`src/rtl/mem_arbiter.sv`:
```
// Purpose: arbitrates icache fills and dcache reads/writes onto one shared RAM port.
// Latency: grant one cycle after the request is seen in IDLE; earliest completion is the first serve cycle.
// Backpressure: requesters see wait=1 until RAM reports ACCESS/ERROR; one IDLE cycle separates transactions.
//
// Ports:
//   CLK, RST                 clock, synchronous active-high reset
//   iREN/iaddr -> iwait/iload          icache read side
//   dREN/dWEN/daddr/dstore -> dwait/dload   dcache side (write wins if both set)
//   ramREN/ramWEN/ramaddr/ramstore <- ramload/ramstate   shared RAM port
//   err                      one-cycle pulse on RAM ERROR or serve timeout
// Build option: define MEM_ARB_ROUNDROBIN_EN for alternating grants on contention
// instead of dcache priority with a starvation counter.
module mem_arbiter #(
  parameter int STARVE_LIMIT = 4,
  parameter int TIMEOUT      = 255
) (
  input  logic        CLK,
  input  logic        RST,
  input  logic        iREN,
  input  logic [31:0] iaddr,
  output logic        iwait,
  output logic [31:0] iload,
  input  logic        dREN,
  input  logic        dWEN,
  input  logic [31:0] daddr,
  input  logic [31:0] dstore,
  output logic        dwait,
  output logic [31:0] dload,
  output logic        ramREN,
  output logic        ramWEN,
  output logic [31:0] ramaddr,
  output logic [31:0] ramstore,
  input  logic [31:0] ramload,
  input  logic [1:0]  ramstate,
  output logic        err
);

  localparam logic [1:0] IDLE    = 2'd0;
  localparam logic [1:0] SERVE_I = 2'd1;
  localparam logic [1:0] SERVE_D = 2'd2;

  localparam logic [1:0] RAM_ACCESS = 2'd2;
  localparam logic [1:0] RAM_ERROR  = 2'd3;

  // Timer counts completed serve cycles, so the TIMEOUT-th cycle sees TIMEOUT-1.
  localparam logic [7:0] TIMER_LAST = 8'(TIMEOUT - 1);

  logic [1:0] state;
  logic [7:0] timer;
  logic       dreq;
  logic       idle;
  logic       owner_req;
  logic       live;
  logic       ram_done;
  logic       tmo;
  logic       grant_d;
  logic       grant_i;

  assign dreq = dREN | dWEN;
  assign idle = (state == IDLE);

  // The owning requester must still be asking; a dropped enable aborts silently.
  assign owner_req = ((state == SERVE_I) & iREN) | ((state == SERVE_D) & dreq);
  // Reset masks completion so no wait pulse escapes during a reset cycle.
  assign live      = owner_req & ~RST;
  assign ram_done  = live & ((ramstate == RAM_ACCESS) | (ramstate == RAM_ERROR));
  assign tmo       = live & ~ram_done & (timer == TIMER_LAST);

  assign iwait = ~(ram_done & (state == SERVE_I));
  assign dwait = ~(ram_done & (state == SERVE_D));
  assign err   = (ram_done & (ramstate == RAM_ERROR)) | tmo;
  assign iload = ramload;
  assign dload = ramload;

`ifdef MEM_ARB_ROUNDROBIN_EN
  // Remembers whether the last grant went to icache; reset as "I" so dcache wins first.
  logic last_i;

  assign grant_d = idle & dreq & (~iREN | last_i);

  always_ff @(posedge CLK) begin
    if (RST) begin
      last_i <= 1'b1;
    end else if (grant_d) begin
      last_i <= 1'b0;
    end else if (grant_i) begin
      last_i <= 1'b1;
    end
  end
`else
  localparam logic [3:0] STREAK_MAX = 4'(STARVE_LIMIT);

  // Consecutive dcache grants taken while icache was waiting.
  logic [3:0] streak;

  assign grant_d = idle & dreq & ~(iREN & (streak == STREAK_MAX));

  always_ff @(posedge CLK) begin
    if (RST) begin
      streak <= '0;
    end else if (!iREN) begin
      streak <= '0;
    end else if (grant_d) begin
      if (streak != STREAK_MAX) begin
        streak <= streak + 4'd1;
      end
    end else if (grant_i) begin
      streak <= '0;
    end
  end
`endif

  assign grant_i = idle & iREN & ~grant_d;

  always_ff @(posedge CLK) begin
    if (RST) begin
      state    <= IDLE;
      timer    <= '0;
      ramREN   <= 1'b0;
      ramWEN   <= 1'b0;
      ramaddr  <= '0;
      ramstore <= '0;
    end else if (idle) begin
      timer <= '0;
      if (grant_d) begin
        state    <= SERVE_D;
        ramREN   <= ~dWEN;
        ramWEN   <= dWEN;
        ramaddr  <= daddr;
        ramstore <= dstore;
      end else if (grant_i) begin
        state   <= SERVE_I;
        ramREN  <= 1'b1;
        ramWEN  <= 1'b0;
        ramaddr <= iaddr;
      end
    end else begin
      timer <= timer + 8'd1;
      if (!owner_req || ram_done || tmo) begin
        state  <= IDLE;
        ramREN <= 1'b0;
        ramWEN <= 1'b0;
      end
    end
  end

endmodule

```
`config.mk`:
```
export PLATFORM = sky130hd
export DESIGN_NAME = mem_arbiter
export DESIGN_NICKNAME = d
export VERILOG_FILES = /design/src/rtl/mem_arbiter.sv
export SDC_FILE = /design/constraint.sdc
export NUM_CORES = 1
export LEC_CHECK = 0
export CAP_MARGIN = 30
export CORE_UTILIZATION = 36
export CTS_CLUSTER_DIAMETER = 150
export DETAILED_ROUTE_END_ITERATION = 10
export PLACE_DENSITY = 0.81
export SLEW_MARGIN = 20
export SYNTH_ARGS = -nofsm -noshare
export SYNTH_HDL_FRONTEND = slang
export SYNTH_SLANG_ARGS = --single-unit
```
`constraint.sdc`:
```
create_clock -name CLK -period 1.9 [get_ports CLK]
set_input_delay 0.285 -clock CLK [delete_from_list [all_inputs] [get_ports CLK]]
set_output_delay 0.285 -clock CLK [all_outputs]
set_load 0.05 [all_outputs]
```
==> impl_metrics.env <==
export IMPL_hold_path_class="in -> reg"
export IMPL_drt_total_wl_um=11200
export IMPL_antenna_found_initial=0
export IMPL_htree_levels=3
export IMPL_share_comb_of_total_power_pct=38.0
export IMPL_vias=3626
export IMPL_synth_commonest_cells="131 x nand2_1, 80 x dfxtp_1, 68 x buf_4, 44 x nor2_1, 37 x a21oi_1"
export IMPL_avgSynthCellArea_um2=8.47
export IMPL_drive_gt1_share_pct=14.8
export IMPL_port_buffers=171
export IMPL_dp_final_hpwl_um=8310
export IMPL_p_switching_w=0.00198
export IMPL_clk_pin_slew_ns=0.08
export IMPL_gr_usage_met1_pct=20.2
export IMPL_slowest_stage="clkdlybuf4s50_1"
export IMPL_worstHoldStart="RST"
export IMPL_clk_path_buf_depth=2
export IMPL_grt_pass1_wl_um=17400
export IMPL_met3_usage_pct=7.14
export IMPL_p_per_area_mw_per_mm2=940
export IMPL_grt_use_total_pct=19.4
export IMPL_post_drt_wl_per_cell_um=15.4
export IMPL_yosysSeqAreaShare_pct=39.7
export IMPL_synth_most_common_cell="nand2_1"
export IMPL_path_buf_inv=1
export IMPL_fin_crit_sh_pct=96.6
export IMPL_tns_ns=0
export IMPL_setup_viol=0
export IMPL_grtUsageMet2_pct=33.8
export IMPL_die_area_mm2=0.0116
export IMPL_p_sw_share_pct=36.7
export IMPL_gp_congestion=0.782
export IMPL_synth_edf_count=0
export IMPL_multiInputGateArea_mm2=0.00177
export IMPL_first_pass_iters=4
export IMPL_numCtsBuffers=9
export IMPL_clkLatencyLatePin_ns=0.37
export IMPL_peakVddDrop_mv=0.725
export IMPL_fillerInstances=1005
export IMPL_grt_max_degree=57
export IMPL_fmax_mhz=545
export IMPL_initial_core_util_pct=37.0
export IMPL_drtAntennaViolNets=0
export IMPL_grt_pass1_vias=3682
export IMPL_yosysTopAreaCell="dfxtp_1"
export IMPL_root_buffer="clkbuf_8"
export IMPL_drv_slew=0
export IMPL_cp_required_ns=1.62
export IMPL_postSynthCellCount=476
export IMPL_p_seq_share_pct=36.5
export IMPL_internal_power_w=0.00341
export IMPL_skew_ns=0.00604
export IMPL_reg2reg_depth=7
export IMPL_yosys_area_top_type_share_pct=39.7
export IMPL_cp_arrival_ns=1.55
export IMPL_p_leak_nw=2.17
export IMPL_whs_path_depth=4
export IMPL_ios=268
export IMPL_hold_end="streak[3]"
export IMPL_overflow=0
export IMPL_critPathKind="reg -> out"
export IMPL_clock_sinks=80
export IMPL_cp_cell_sequence="clkdlybuf4s50_1"
export IMPL_yosysWarnings=0
export IMPL_cp_end_kind="output port"
export IMPL_netlist_top_cells_area="dfxtp_1 40%, buf_4 13%, a311oi_2 12%, nand2_1 12%, a21oi_1 4.6%"
export IMPL_design_core_area_mm2=0.0109
export IMPL_clock_power_share_pct=25.5
export IMPL_antenna_cells=0
export IMPL_rr_startpoint="streak[0]"
export IMPL_route_detailed_drc=0
export IMPL_cp_max_fo=2
export IMPL_seq_area_mm2=0.00161
export IMPL_min_period_ns=1.83
export IMPL_r2r_end="ramaddr[30]"
export IMPL_critPathLaunchType="flop"
export IMPL_nets=723
export IMPL_r2r_slack_ns=0.12
export IMPL_busiest_layer="met2"
export IMPL_hold_viol=0
export IMPL_viasPerCell=4.97
export IMPL_total_power_w=0.00538
export IMPL_slowest_delay_ns=0.84
export IMPL_rsz0062_at_grt="yes"
export IMPL_ys_seq_elements=80
export IMPL_synth_async_reset_ratio_pct=0
export IMPL_die_y_um=108
export IMPL_relSlewSlack_pct=51.8
export IMPL_cp_top_family="buffers and inverters"
export IMPL_cts_tree="done"
export IMPL_syn_nets=615
export IMPL_worst_pin_slew_ns=0.724
export IMPL_drtIter0Drc=193
export IMPL_rows=38
export IMPL_status="completed"
export IMPL_synth_distinct_cells=41
export IMPL_mappedNetlistArea_mm2=0.00403
export IMPL_crit_cells=1
export IMPL_cap_violations=0
export IMPL_ys_flop_type="dfxtp_1"
export IMPL_critical_path_startpoint="ramstore[9]"
export IMPL_die_w_um=108
export IMPL_syn_to_final_growth_pct=42.1
cells by family (layout without fill, tap and decap cells):
family	after synthesis	count (layout)	share of synthesized area (%)
mux	2	2	0.497
flops	80	80	39.7
xor+xnor	4	4	0.869
fa+ha+maj	4	4	1.24
compound gates	80	80	18.7
simple gates	208	208	21.9
buf+inv	98	211	17.1
cell usage in the layout, fill, tap and decap left out, drive strengths merged, types with 2 or more instances in the layout:
cell           instances
o21ai                  3
clkdlybuf4s50        165
nor3                   3
and3b                  2
nand2b                 5
ha                     4
nand3                  7
buf                   26
a311oi                33
clkinv                 2
clkbuf                11
inv                    3
nand4b                 2
a21oi                 37
bufinv                 2
or2                    2
or3                    3
mux2i                  2
dfxtp                 80
and3                   2
xor2                   3
nor2                  45
nand2                131
layer usage:
metal  vias up  wire length (µm)
li1       1742                 -
met1      1691              4390
met2       145              5500
met3        48               890
met4         0               431
met5         -                 0
through the flow:
stage | instances | util (%) | setup slack (ns) | cell area, µm² | hold slack [ns]
final | 729 | 52.6 | 0.0654 | 5730 | 0.360
after global routing | 729 | 52.6 | -0.0318 | 5730 | 0.359
after CTS | 728 | 52.5 | 0.0287 | 5720 | 0.326
after detailed placement | 710 | 50.1 | -0.0479 | 5460 | 0.448
after global placement | 710 | 50.1 | 0.0162 | 5460 | 0.440
after floorplan | 476 | - | 0.187 | 4040 | 0.402
layout make-up:
| type | instances | share of cell area, % |
|---|---|---|
| Inverter | 3 | 0.197 |
| Clock inverter | 5 | 1.42 |
| Sequential cell | 80 | 28.0 |
| Multi-Input combinational cell | 298 | 31.0 |
| Timing Repair Buffer | 192 | 34.0 |
| Tap cell | 140 | 3.06 |
| Clock buffer | 11 | 2.29 |
power groups by stage:
stage	combinational, W	clock (W)	sequential [W]
2_1_floorplan	0.00107	0	0.00261
3_3_place_gp	0.00200	0	0.00200
3_5_place_dp	0.00204	0	0.00201
4_1_cts	0.00206	0.00143	0.00197
5_1_grt	0.00217	0.00150	0.00199
6_report	0.00204	0.00137	0.00197
registers in the layout, indices dropped and copies added (netlist names):
name	flops
timer	8
ramREN	1
ramWEN	1
streak	4
ramstore	32
ramaddr	32
state	2
repair_timing:
action                                  CTS  global route
buffers inserted                          2             1
resized for setup                         9             1
hold buffers                              0             0
gates cloned                              0             0
endpoints found under the setup margin    1             2
pin swaps                                 3             1
worst max-delay path by stage:
stage	endpoint	slack (ns)
4_1_cts	ramWEN	0.03
3_3_place_gp	ramaddr[7]	0.02
5_1_grt	err	-0.03
6_report	ramstore[9]	0.07
3_5_place_dp	ramaddr[16]	-0.05
2_1_floorplan	err	0.19
Power figures use the tool's default switching activity.
